==> config.mk <==
export PLATFORM = sky130hd
export DESIGN_NAME = fetch_check_seq_flat
export DESIGN_NICKNAME = d
export VERILOG_FILES = /design/src/rtl/fetch_pkg.sv /design/src/rtl/fetch_check_seq_if.sv /design/src/rtl/fetch_fifo.sv /design/src/rtl/fetch_check_seq.sv /design/src/flat_wrapper.sv
export SDC_FILE = /design/constraint.sdc
export NUM_CORES = 1
export LEC_CHECK = 0
export CAP_MARGIN = 10
export CORE_MARGIN = 5
export CORE_UTILIZATION = 55
export CTS_BUF_LIST = sky130_fd_sc_hd__clkbuf_8 sky130_fd_sc_hd__clkbuf_16
export CTS_CLUSTER_SIZE = 12
export DETAILED_ROUTE_END_ITERATION = 10
export HOLD_SLACK_MARGIN = 0.15
export PLACE_DENSITY = 0.86
export SLEW_MARGIN = 20
export SYNTH_ARGS = -nofsm -noshare
export SYNTH_HDL_FRONTEND = slang
export SYNTH_SLANG_ARGS = --single-unit
==> constraint.sdc <==
create_clock -name clk -period 3.3 [get_ports clk]
set_input_delay 0.33 -clock clk [delete_from_list [all_inputs] [get_ports clk]]
set_output_delay 0.33 -clock clk [all_outputs]
set_load 0.02 [all_outputs]
==> src/rtl/fetch_pkg.sv <==
// fetch_pkg: shared types and constants for the fetch/check sequencer.
//   ADDR_W, WORD_W, LEN_W   address, word and run-length widths
//   state_t                 sequencer states
//   fifo_entry_t            {data, addr, perr} result record
//   eff_run_len()           maps a requested run length onto 1..16
package fetch_pkg;

   localparam int ADDR_W  = 4;
   localparam int WORD_W  = 8;
   localparam int LEN_W   = ADDR_W + 1;
   localparam int MAX_RUN = 1 << ADDR_W;

   typedef enum logic [1:0] {
      IDLE  = 2'd0,
      FETCH = 2'd1,
      DRAIN = 2'd2
   } state_t;

   typedef struct packed {
      logic [WORD_W-1:0] data;
      logic [ADDR_W-1:0] addr;
      logic              perr;
   } fifo_entry_t;

   // 0 means a full sweep; anything above a full sweep is clamped to it.
   function automatic logic [LEN_W-1:0] eff_run_len(input logic [LEN_W-1:0] len);
      if (len == '0 || len > LEN_W'(MAX_RUN)) begin
         return LEN_W'(MAX_RUN);
      end
      return len;
   endfunction

endpackage

==> src/rtl/fetch_check_seq_if.sv <==
// fetch_check_seq_if: bus bundle between the sequencer, the fetch unit and
// the result consumer.
//   fetch_addr / fetch_data / fetch_parity   address out, word + stored parity back
//   out_valid / out_ready                     result stream handshake
//   out_data / out_addr / out_perr            result stream payload
// master: sequencer side.  slave: fetch unit + consumer side.
interface fetch_check_seq_if;
   import fetch_pkg::*;

   logic [ADDR_W-1:0] fetch_addr;
   logic [WORD_W-1:0] fetch_data;
   logic              fetch_parity;

   logic              out_valid;
   logic              out_ready;
   logic [WORD_W-1:0] out_data;
   logic [ADDR_W-1:0] out_addr;
   logic              out_perr;

   modport master (
      output fetch_addr,
      input  fetch_data, fetch_parity,
      output out_valid, out_data, out_addr, out_perr,
      input  out_ready
   );

   modport slave (
      input  fetch_addr,
      output fetch_data, fetch_parity,
      input  out_valid, out_data, out_addr, out_perr,
      output out_ready
   );

endinterface

==> src/rtl/fetch_fifo.sv <==
// fetch_fifo: synchronous circular-buffer FIFO of fifo_entry_t.
//   clk, rst        clock, synchronous active-high reset (empties and zeroes storage)
//   push_i          write push_entry_i (ignored when full)
//   push_entry_i    entry to write
//   pop_i           drop the head entry (ignored when empty)
//   head_o          current head entry
//   count_o         number of stored entries, 0..DEPTH
module fetch_fifo
   import fetch_pkg::*;
#(
   parameter int DEPTH = 4
) (
   input  logic                     clk,
   input  logic                     rst,
   input  logic                     push_i,
   input  fifo_entry_t              push_entry_i,
   input  logic                     pop_i,
   output fifo_entry_t              head_o,
   output logic [$clog2(DEPTH):0]   count_o
);

   localparam int PTR_W = $clog2(DEPTH);
   localparam int CNT_W = PTR_W + 1;

   fifo_entry_t        mem_q [DEPTH];
   logic [PTR_W-1:0]   wr_ptr_q;
   logic [PTR_W-1:0]   rd_ptr_q;
   logic [CNT_W-1:0]   count_q;
   logic               do_push;
   logic               do_pop;

   assign do_push = push_i && (count_q != CNT_W'(DEPTH));
   assign do_pop  = pop_i && (count_q != '0);

   // Storage is cleared on reset so the head reads as zero after reset.
   always_ff @(posedge clk) begin
      if (rst) begin
         wr_ptr_q <= '0;
         rd_ptr_q <= '0;
         count_q  <= '0;
         for (int i = 0; i < DEPTH; i++) begin
            mem_q[i] <= '0;
         end
      end else begin
         if (do_push) begin
            mem_q[wr_ptr_q] <= push_entry_i;
            wr_ptr_q        <= wr_ptr_q + PTR_W'(1);
         end
         if (do_pop) begin
            rd_ptr_q <= rd_ptr_q + PTR_W'(1);
         end
         if (do_push && !do_pop) begin
            count_q <= count_q + CNT_W'(1);
         end else if (do_pop && !do_push) begin
            count_q <= count_q - CNT_W'(1);
         end
      end
   end

   assign head_o  = mem_q[rd_ptr_q];
   assign count_o = count_q;

endmodule

==> src/rtl/fetch_check_seq.sv <==
// fetch_check_seq: walks a run of addresses into the two-bank parity fetch
// unit, checks even parity on each returned word and queues
// {data, addr, perr} results for a valid/ready consumer.
//   clk, rst        clock, synchronous active-high reset
//   start_i         begin a run (honoured in IDLE only)
//   base_addr_i     first address of the run
//   run_len_i       words to fetch; 0 or >16 means 16
//   bus (master)    fetch address/data/parity and result stream
//   busy_o          run in progress (registered)
//   done_o          one-cycle completion pulse (registered)
//   err_count_o     parity errors seen in the current/last run, saturating
// Build option: PARITY_CHECK_EN enables the parity check; without it perr
// is always 0 and err_count_o stays 0.
//
// state | meaning
// IDLE  | waiting for start
// FETCH | issuing addresses and pushing results while the FIFO has room
// DRAIN | all words fetched; waiting for the consumer to empty the FIFO
module fetch_check_seq
   import fetch_pkg::*;
#(
   parameter int FIFO_DEPTH = 4
) (
   input  logic               clk,
   input  logic               rst,
   input  logic               start_i,
   input  logic [ADDR_W-1:0]  base_addr_i,
   input  logic [ADDR_W:0]    run_len_i,
   fetch_check_seq_if.master  bus,
   output logic               busy_o,
   output logic               done_o,
   output logic [ADDR_W:0]    err_count_o
);

   localparam int CNT_W = $clog2(FIFO_DEPTH) + 1;

   state_t             state_q, state_d;
   logic [ADDR_W-1:0]  fetch_addr_q, fetch_addr_d;
   logic [LEN_W-1:0]   remaining_q, remaining_d;
   logic [LEN_W-1:0]   err_q, err_d;
   logic               busy_q, busy_d;
   logic               done_q, done_d;

   logic [CNT_W-1:0]   fifo_count;
   fifo_entry_t        head;
   fifo_entry_t        push_entry;
   logic               push;
   logic               pop;
   logic               perr;

`ifdef PARITY_CHECK_EN
   assign perr = (^bus.fetch_data) != bus.fetch_parity;
`else
   logic unused_parity;
   assign unused_parity = bus.fetch_parity;
   assign perr          = 1'b0;
`endif

   // Push depends on the registered count only, so out_ready never reaches
   // the fetch address path combinationally.
   assign push = (state_q == FETCH) && (fifo_count != CNT_W'(FIFO_DEPTH));
   assign pop  = bus.out_valid && bus.out_ready;

   assign push_entry = '{data: bus.fetch_data, addr: fetch_addr_q, perr: perr};

   fetch_fifo #(
      .DEPTH (FIFO_DEPTH)
   ) u_fifo (
      .clk          (clk),
      .rst          (rst),
      .push_i       (push),
      .push_entry_i (push_entry),
      .pop_i        (pop),
      .head_o       (head),
      .count_o      (fifo_count)
   );

   always_ff @(posedge clk) begin
      if (rst) begin
         state_q      <= IDLE;
         fetch_addr_q <= '0;
         remaining_q  <= '0;
         err_q        <= '0;
         busy_q       <= 1'b0;
         done_q       <= 1'b0;
      end else begin
         state_q      <= state_d;
         fetch_addr_q <= fetch_addr_d;
         remaining_q  <= remaining_d;
         err_q        <= err_d;
         busy_q       <= busy_d;
         done_q       <= done_d;
      end
   end

   always_comb begin
      state_d      = state_q;
      fetch_addr_d = fetch_addr_q;
      remaining_d  = remaining_q;
      err_d        = err_q;
      busy_d       = busy_q;
      done_d       = 1'b0;

      unique case (state_q)
         IDLE: begin
            if (start_i) begin
               fetch_addr_d = base_addr_i;
               remaining_d  = eff_run_len(run_len_i);
               err_d        = '0;
               busy_d       = 1'b1;
               state_d      = FETCH;
            end
         end
         FETCH: begin
            if (push) begin
               fetch_addr_d = fetch_addr_q + ADDR_W'(1);
               remaining_d  = remaining_q - LEN_W'(1);
               if (perr && (err_q != '1)) begin
                  err_d = err_q + LEN_W'(1);
               end
               if (remaining_q == LEN_W'(1)) begin
                  state_d = DRAIN;
               end
            end
         end
         DRAIN: begin
            // The empty case cannot normally occur; it keeps DRAIN from
            // ever becoming a dead end.
            if ((fifo_count == '0) || ((fifo_count == CNT_W'(1)) && pop)) begin
               state_d = IDLE;
               busy_d  = 1'b0;
               done_d  = 1'b1;
            end
         end
         default: begin
            state_d = IDLE;
         end
      endcase
   end

   assign bus.fetch_addr = fetch_addr_q;
   assign bus.out_valid  = (fifo_count != '0);
   assign bus.out_data   = head.data;
   assign bus.out_addr   = head.addr;
   assign bus.out_perr   = head.perr;

   assign busy_o      = busy_q;
   assign done_o      = done_q;
   assign err_count_o = err_q;

endmodule

==> src/flat_wrapper.sv <==
// flat-port wrapper written by rule: the top's interface ports become plain ports
module fetch_check_seq_flat import fetch_pkg::*;
#(
   parameter int FIFO_DEPTH = 4
)
  (clk, rst, start_i, base_addr_i, run_len_i, busy_o, done_o, err_count_o, bus_fetch_addr, bus_fetch_data, bus_fetch_parity, bus_out_valid, bus_out_data, bus_out_addr, bus_out_perr, bus_out_ready);
  fetch_check_seq_if bus_i ();
  input  logic clk;
  input  logic rst;
  input  logic start_i;
  input  logic [ADDR_W-1:0] base_addr_i;
  input  logic [ADDR_W:0] run_len_i;
  output logic busy_o;
  output logic done_o;
  output logic [ADDR_W:0] err_count_o;
  output wire logic [$bits(bus_i.fetch_addr)-1:0] bus_fetch_addr;
  input wire logic [$bits(bus_i.fetch_data)-1:0] bus_fetch_data;
  input wire logic [$bits(bus_i.fetch_parity)-1:0] bus_fetch_parity;
  output wire logic [$bits(bus_i.out_valid)-1:0] bus_out_valid;
  output wire logic [$bits(bus_i.out_data)-1:0] bus_out_data;
  output wire logic [$bits(bus_i.out_addr)-1:0] bus_out_addr;
  output wire logic [$bits(bus_i.out_perr)-1:0] bus_out_perr;
  input wire logic [$bits(bus_i.out_ready)-1:0] bus_out_ready;
  assign bus_fetch_addr = bus_i.fetch_addr;
  assign bus_i.fetch_data = bus_fetch_data;
  assign bus_i.fetch_parity = bus_fetch_parity;
  assign bus_out_valid = bus_i.out_valid;
  assign bus_out_data = bus_i.out_data;
  assign bus_out_addr = bus_i.out_addr;
  assign bus_out_perr = bus_i.out_perr;
  assign bus_i.out_ready = bus_out_ready;
  fetch_check_seq #(.FIFO_DEPTH(FIFO_DEPTH)) u_core (.clk(clk), .rst(rst), .start_i(start_i), .base_addr_i(base_addr_i), .run_len_i(run_len_i), .bus(bus_i), .busy_o(busy_o), .done_o(done_o), .err_count_o(err_count_o));
endmodule
==> results of run 1 <==
## layer usage
layer | share of wire (%) | global-route usage [%] | up-vias
li1 | - | - | 1093
met1 | 42 | 20.8 | 1050
met2 | 52 | 31.2 | 57
met3 | 5.6 | 5.81 | 7
met4 | 0.99 | 5.41 | 0
met5 | 0 | 0 | -
## cell families (layout without fill, tap and decap cells)
logic type,Yosys count,count (layout),synth area share (%)
compound gates,48,48,10.1
mux,14,14,8.36
other cells,1,6,0.108
fa+ha+maj,9,9,3.24
buf+inv,36,76,5.51
xor+xnor,2,2,0.504
flops,70,70,54.2
simple gates,97,97,18.0
## final timing paths
path | from | endpoint | slack, ps | depth (start not counted)
worst max-delay path | flop | bus_out_addr[2] | 950 | 3
worst min-delay path | u_core.busy_o | u_core.busy_o | 500 | 2
worst max register to register | u_core.state_q[0] | u_core.u_fifo.mem_q[3][9] | 1180 | 4
worst min register to register | u_core.busy_o | u_core.busy_o | 500 | 2
## through the flow
stage / utilization (%) / cell area, um2 / total power, mW / setup slack (ps)
5_1_grt: 65.9 / 4110 / 2.83 / 805
3_3_place_gp: 62.4 / 3890 / 1.92 / 1240
2_1_floorplan: - / 3490 / 1.69 / 1090
4_1_cts: 65.9 / 4110 / 2.70 / 899
6_report: 65.9 / 4110 / 2.68 / 950
3_5_place_dp: 62.4 / 3890 / 1.95 / 1180
## area by class of cell
cell class | instances | area [um2]
Multi-Input combinational cell | 176 | 1420
Clock inverter | 7 | 97.6
Sequential cell | 70 | 1880
Timing Repair Buffer | 46 | 443
Inverter | 14 | 52.6
Clock buffer | 9 | 124
Fill cell | 474 | 2130
Tap cell | 77 | 96.3
## synthesized netlist by cell type (3+ instances only)
library cell / number
edfxtp_1: 48
and2_1: 47
dfxtp_1: 22
a21oi_1: 14
inv_1: 14
mux4_2: 12
buf_4: 10
ha_1: 9
nand2_1: 9
nand3_1: 7
clkbuf_2: 5
o21ai_0: 5
a311oi_1: 4
buf_2: 4
nor2_1: 4
nor2b_1: 4
nor3_1: 4
nor3b_1: 3
o211ai_1: 3
o32ai_1: 3
## state kept, by name, indices dropped and copies added (netlist names), named ones only
register,cells
u_core.bus.fetch_addr,4
u_core.u_fifo.rd_ptr_q,2
u_core.state_q,2
u_core.busy_o,1
u_core.remaining_q,5
u_core.u_fifo.mem_q,48
u_core.u_fifo.count_o,3
u_core.u_fifo.wr_ptr_q,2
u_core.done_o,1
## power by group
group	switching, mW	leakage, nW	internal (mW)
Combinational	0.408	0.739	0.381
Clock	0.331	0.107	0.428
Sequential	0.0865	0.679	1.05
## critical path, delay by kind of cell (launching register included)
family,cells,cell delay [ps]
buffers and inverters,2,820
flip-flops,1,310
multiplexers,1,550
==> out/qor.yml, run 1 <==
synthArstFlopShare_pct: 0
maxCapViolations: 0
netlist_area_um2: 3470
endpoint_kind: "output pin"
worstMarginPinSlew_ps: 724
drc: 0
rsz0062_at_grt: "no"
cts_tree: "yes"
layout_common_cells: "edfxtp_1 (48), and2_1 (47), clkdlybuf4s50_1 (39), dfxtp_1 (22)"
worstHoldPathType: "flop to flop"
p_per_area_nw_per_um2: 651
synth_edf_count: 48
ir_worst_vdd_v: 0.000429
grt_antenna_before_repair: 0
grt_pass1_wl_um: 10500
synth-seq-cells: 70
cts_root_buffer: "clkbuf_8"
synth_top_cell_by_area: "edfxtp_1"
fin_hold_ws_ps: 499
clk_pin_slew_worst_paths_ps: 80
initial_core_util_pct: 55.7
layout_commonest_cell: "edfxtp_1"
worst-setup-path-type: "flop to output pin"
rows: 29
dieArea_um2: 8000
timing.fmax_ghz: 0.425
critical_path_required_ps: 2970
die_h_um: 89.5
ant_nets: 0
ys_top_cells_by_area: "edfxtp_1 (41%), dfxtp_1 (13%), and2_1 (8.5%), mux4_2 (7.8%), ha_1 (3.2%)"
place_inst: 383
hold_viol_final: 0
yosysSeqAreaShare_pct: 54.2
dp_hpwl_um: 4440
dieWidth_um: 89.5
grt_pass1_vias: 2181
slew_headroom_pct: 51.6
maxSlewViolCount: 0
critical_path_arrival_ps: 2020
core_area_um2: 6240
setup-tns-final_ps: 0
io_buffers: 39
htree_levels: 3
dr_total_vias: 2207
clock-skew-final_ps: 5.82
place.gp.congestion: 0.815
clk-insertion-delay-late_ps: 340
final_nets: 348
antenna_cells: 0
leakagePower_nw: 1.53
cts_hold_buf: 0
detail_route.wl_per_cell_um: 16.4
min_period_ps: 2350
synth_area_per_cell_um2: 12.5
ys_warn_count: 0
wirelength_um: 6540
synth_cell_types: 54
cts_resized: 0
fin_crit_sh_pct: 71.2
status: "complete, no violations"
cts_setup_buffers: 0
area_growth_pct: 18.4
grt_max_degree: 23
crit_fanout: 12
drt_iter0_markers: 110
avgViaCountPerCell: 5.53
start_kind: "flop"
ys.flop_type: "edfxtp_1"
first_pass_iters: 5
clock_path_buffers: 2
setup-violations-final: 0
num_io_pins: 47
drive_above_1_share_pct: 14.6
final_cells: 399
yosys.area.top_type_share_pct: 41.5
syn_inst: 277
numCtsBuffers: 9
grt_use_total_pct: 17.8
crit_path_top_delay_cell: "clkdlybuf4s50_1"
numClockSinks: 70
cp_cell_sequence: "buf_4 -> mux4_2 -> clkdlybuf4s50_1"
overflow: 0
max_stage_delay_ps: 560
No activity file was read; power rests on OpenSTA's default activity.
==> run 2: changes to the inputs <==
==> constraint.sdc (replaced) <==
create_clock -name clk -period 2.25 [get_ports clk]
set_input_delay 0.225 -clock clk [delete_from_list [all_inputs] [get_ports clk]]
set_output_delay 0.225 -clock clk [all_outputs]
set_load 0.02 [all_outputs]
==> run 2 against run 1 <==
  * Design area grew 2.0%
  * First-iteration DRC count increased by 35%
  * Sequential share of layout area is 0.89 points lower
  * Cell count grew 1.5%
  * Core utilization rose by 1.3 points
  * Total power is 51% higher
  * Non-clock buffer count is 6 higher
  * Count of clock-buffer cells in the layout unchanged
  * Global-route usage rose by 1.0 points
  * Clock skew increased by 2.4 ps
  * Register-to-register slack lost 940 ps
  * Sequential cell count unchanged
  * Critical endpoint is now bus_out_addr[1]
  * Highest routed layer unchanged
==> out/qor.yml, run 2 (synthesis results as in run 1) <==
dieArea_um2: 8000
ir_worst_vdd_v: 0.000547
slew_headroom_pct: 53.6
clock-skew-final_ps: 8.22
num_io_pins: 47
clk_pin_slew_worst_paths_ps: 80
largest_reg_flops: 48
leakagePower_nw: 1.61
place.gp.congestion: 0.834
crit_family: "buffers and inverters"
endpoint_kind: "output pin"
overflow: 0
clock_path_buffers: 2
grt_use_total_pct: 18.8
maxSlewViolCount: 0
place_inst: 389
min_period_ps: 2170
drive_above_1_share_pct: 16.2
cts_hold_buf: 0
dieWidth_um: 89.5
cts_setup_buffers: 0
setup-violations-final: 0
hold_path_depth: 3
grt_antenna_before_repair: 0
clk-insertion-delay-late_ps: 340
regMostFlops: "u_core.u_fifo.mem_q"
grt_pass1_vias: 2334
crit_fanout: 12
setup-tns-final_ps: 0
crit_path_top_delay_cell: "clkdlybuf4s50_1"
grt_max_degree: 14
rows: 29
worstHoldStart: "base_addr_i[1]"
dr_total_vias: 2311
dp_hpwl_um: 4710
reg2regPathDepth: 8
r2r_start: "u_core.u_fifo.count_o[0]"
numClockSinks: 70
layout_commonest_cell: "edfxtp_1"
final_nets: 354
timing.fmax_ghz: 0.460
hold_end: "u_core.bus.fetch_addr[1]"
power_mw: 4.04
rsz0062_at_grt: "no"
cts_tree: "yes"
layout_common_cells: "edfxtp_1 (48), and2_1 (47), clkdlybuf4s50_1 (36), dfxtp_1 (22)"
worst-r2r-setup-slack_ps: 240
io_buffers: 39
critical_path_required_ps: 2030
fin_crit_sh_pct: 96.5
final_cells: 405
numCtsBuffers: 9
worst-setup-path-type: "flop to output pin"
area_growth_pct: 20.8
hold_viol_final: 0
core_area_um2: 6240
cts_root_buffer: "clkbuf_8"
detail_route.wl_per_cell_um: 16.8
critPathBufInv: 2
grt_pass1_wl_um: 11200
ant_nets: 0
worstReg2RegEnd: "u_core.u_fifo.count_o[2]"
start_kind: "flop"
antenna_cells: 0
status: "complete, no violations"
worstHoldPathType: "input pin to flop"
p_per_area_nw_per_um2: 963
fin_hold_ws_ps: 484
max_stage_delay_ps: 550
cp_cell_sequence: "buf_6 -> mux4_2 -> clkdlybuf4s50_1"
wirelength_um: 6800
first_pass_iters: 4
drt_iter0_markers: 149
avgViaCountPerCell: 5.71
maxCapViolations: 0
die_h_um: 89.5
initial_core_util_pct: 55.7
drc: 0
htree_levels: 3
critical_path_arrival_ps: 1950
worstMarginPinSlew_ps: 693
==> run 2: worst max path at each step <==
stage                                   from                         end  slack [ps]  cells after the start
floorplan           u_core.u_fifo.count_o[0]   u_core.u_fifo.mem_q[1][0]          40                      5
global placement    u_core.u_fifo.count_o[0]   u_core.u_fifo.mem_q[1][3]         170                      5
detailed placement  u_core.u_fifo.count_o[0]  u_core.u_fifo.mem_q[1][11]         100                      5
CTS                 u_core.u_fifo.count_o[0]               bus_out_valid          10                      5
global route                            flop             bus_out_addr[1]           2                      3
finish                                  flop             bus_out_addr[1]          80                      3
==> run 2: timing repair <==
action / in CTS / in global routing
pin swaps: 0 / 0
endpoints found under the setup margin: 3 / 13
resized for setup: 1 / 5
==> run 2: per-layer routing <==
layer | vias to the layer above | global-route usage [%] | part of all wire, %
li1 | 1107 | - | -
met1 | 1120 | 21.9 | 40
met2 | 72 | 33.8 | 53
met3 | 12 | 3.96 | 5.6
met4 | 0 | 7.31 | 1.8
met5 | - | 0 | 0
==> run 2: where the power goes <==
group	internal, mW	switching (mW)	total, mW
combinational	0.577	0.628	1.20
clock	0.731	0.461	1.19
sequential	1.53	0.111	1.64
==> run 2: final cells by class <==
cell class	count	area, um2
clock buffers	9	124
clock inverters	7	111
fillers	475	2050
inverters	14	52.6
multi-input cells	176	1430
flip-flops and latches	70	1880
well taps	77	96.3
repair buffers	52	499
==> run 2: metrics by stage <==
| step | cell area [um2] | utilization [%] | setup WS, ps |
|---|---|---|---|
| 5_1_grt | 4200 | 67.2 | 1.56 |
| 3_3_place_gp | 3940 | 63.1 | 168 |
| 6_report | 4200 | 67.2 | 78.1 |
| 2_1_floorplan | 3490 | - | 39.8 |
| 3_5_place_dp | 3940 | 63.1 | 95.1 |
| 4_1_cts | 4180 | 66.9 | 11.7 |
==> run 2: tightest hold or removal path, stage by stage <==
cell             delay [ps]
clkdlybuf4s50_1         400
nand2_1                  70
a311oi_1                 80
==> run 3: changes to the inputs <==
--- a/config.mk
+++ b/config.mk
@@ -11,6 +11,7 @@
 export CTS_BUF_LIST = sky130_fd_sc_hd__clkbuf_8 sky130_fd_sc_hd__clkbuf_16
 export CTS_CLUSTER_SIZE = 12
 export DETAILED_ROUTE_END_ITERATION = 10
+export GPL_TIMING_DRIVEN = 0
 export HOLD_SLACK_MARGIN = 0.15
 export PLACE_DENSITY = 0.86
 export SLEW_MARGIN = 20
==> run 3 against run 2 <==
  * Sequential cell count stayed put
  * Clock skew is 1.4 ps lower
  * Die area stayed put
  * Non-clock buffer count is 10 higher
  * Critical endpoint unchanged
==> out/qor.yml, run 3 (synthesis results as in run 1) <==
status: "complete, no violations"
wirelength_um: 7130
cts_setup_buffers: 0
fin_hold_ws_ps: 483
start_kind: "flop"
clock-skew-final_ps: 6.85
layout_common_cells: "edfxtp_1 (48), and2_1 (47), clkdlybuf4s50_1 (28), dfxtp_1 (22)"
ir_worst_vdd_v: 0.000570
worstHoldPathType: "input pin to flop"
num_io_pins: 47
io_buffers: 39
hold_end: "u_core.bus.fetch_addr[1]"
grt_use_total_pct: 19.4
drive_above_1_share_pct: 18.9
grt_antenna_before_repair: 0
r2r_start: "u_core.u_fifo.count_o[0]"
grt_pass1_wl_um: 11500
critical_path_required_ps: 2030
hold_viol_final: 0
worst-setup-path-type: "flop to output pin"
numCtsBuffers: 9
largest_reg_flops: 48
clock_path_buffers: 2
regMostFlops: "u_core.u_fifo.mem_q"
place.gp.congestion: 0.800
detail_route.wl_per_cell_um: 17.2
overflow: 0
crit_fanout: 10
timing.fmax_ghz: 0.475
cts_tree: "yes"
final_nets: 364
ant_nets: 0
rsz0062_at_grt: "no"
reg2regPathDepth: 5
p_per_area_nw_per_um2: 893
antenna_cells: 0
slew_headroom_pct: 51.8
worstReg2RegEnd: "u_core.u_fifo.mem_q[3][8]"
core_area_um2: 6240
setup-violations-final: 0
dieArea_um2: 8000
maxSlewViolCount: 0
leakagePower_nw: 1.61
drc: 0
setup-tns-final_ps: 0
hold_path_depth: 3
die_h_um: 89.5
grt_pass1_vias: 2431
dp_hpwl_um: 4960
grt_max_degree: 13
area_growth_pct: 19.7
avgViaCountPerCell: 5.53
clk-insertion-delay-late_ps: 350
clk_pin_slew_worst_paths_ps: 80
dr_total_vias: 2296
worstMarginPinSlew_ps: 723
drt_iter0_markers: 106
min_period_ps: 2100
worstHoldStart: "base_addr_i[1]"
cts_root_buffer: "clkbuf_8"
dieWidth_um: 89.5
initial_core_util_pct: 55.7
fin_crit_sh_pct: 93.5
worst-r2r-setup-slack_ps: 220
maxCapViolations: 0
endpoint_kind: "output pin"
layout_commonest_cell: "edfxtp_1"
numClockSinks: 70
first_pass_iters: 4
htree_levels: 3
rows: 29
critical_path_arrival_ps: 1880
==> run 3: cell count changes in the layout (fill, tap and decap cells not counted), moves of 2 or more <==
| cell | delta |
|---|---|
| bufinv_16 | -3 |
| clkdlybuf4s50_1 | -8 |
| dlymetal6s2s_1 | -2 |
| o21ai_2 | +2 |
| dlygate4sd2_1 | +10 |
| buf_2 | +5 |
| buf_4 | -2 |
| clkbuf_2 | +5 |
| clkinvlp_4 | +2 |
==> run 3: how the worst max path moves through the flow <==
| stage | to | slack, ps | cells past startpoint |
|---|---|---|---|
| after floorplan | u_core.u_fifo.mem_q[1][0] | 40 | 5 |
| after CTS | bus_out_valid | 10 | 5 |
| after global routing | bus_out_addr[1] | 50 | 3 |
| final | bus_out_addr[1] | 150 | 3 |
| after detailed placement | u_core.u_fifo.mem_q[1][4] | 120 | 6 |
| after global placement | u_core.u_fifo.mem_q[3][4] | -580 | 5 |
==> run 3: area by class of cell <==
| class | count | area, um2 |
|---|---|---|
| tap | 77 | 96.3 |
| sequential | 70 | 1880 |
| clock inverter | 7 | 41.3 |
| clock buffer | 9 | 124 |
| inverter | 14 | 52.6 |
| fill | 501 | 2080 |
| timing repair buffer | 40 | 388 |
| multi-input combinational | 176 | 1430 |
| buffer | 22 | 144 |
==> run 3: critical path, stage by stage (launching register included) <==
cell	delay, ps
dfxtp_1	430
buf_6	230
mux4_2	540
dlygate4sd2_1	340
==> run 3: metrics by stage <==
stage / power (mW) / setup slack, ps / utilization, % / area [um2] / cells
after detailed placement: 2.90 / 123 / 63.9 / 3990 / 399
after floorplan: 2.48 / 39.8 / - / 3490 / 282
after global placement: 2.85 / -576 / 63.8 / 3980 / 398
after CTS: 3.72 / 11.6 / 66.5 / 4150 / 415
after global routing: 3.91 / 51.9 / 66.6 / 4160 / 415
final: 3.71 / 146 / 66.6 / 4160 / 415
==> run 3: timing repair <==
| item | CTS | global route |
|---|---|---|
| pin swaps | 0 | 0 |
| hold buffers | 0 | 0 |
| setup endpoints to repair | 10 | 7 |
| resized for setup | 12 | 3 |
==> run 3: per-layer routing <==
metal | vias up | wire length (um) | global-route usage, %
met5 | - | 0 | 0
met4 | 0 | 90 | 7.04
met3 | 11 | 431 | 4.61
met2 | 63 | 3830 | 35.7
met1 | 1096 | 2780 | 21.6
li1 | 1126 | - | -
==> run 3: report_power, final <==
group          switching, mW  internal [mW]
Sequential             0.103           1.53
Combinational          0.647          0.551
Clock                  0.488          0.389
Total                   1.24           2.47
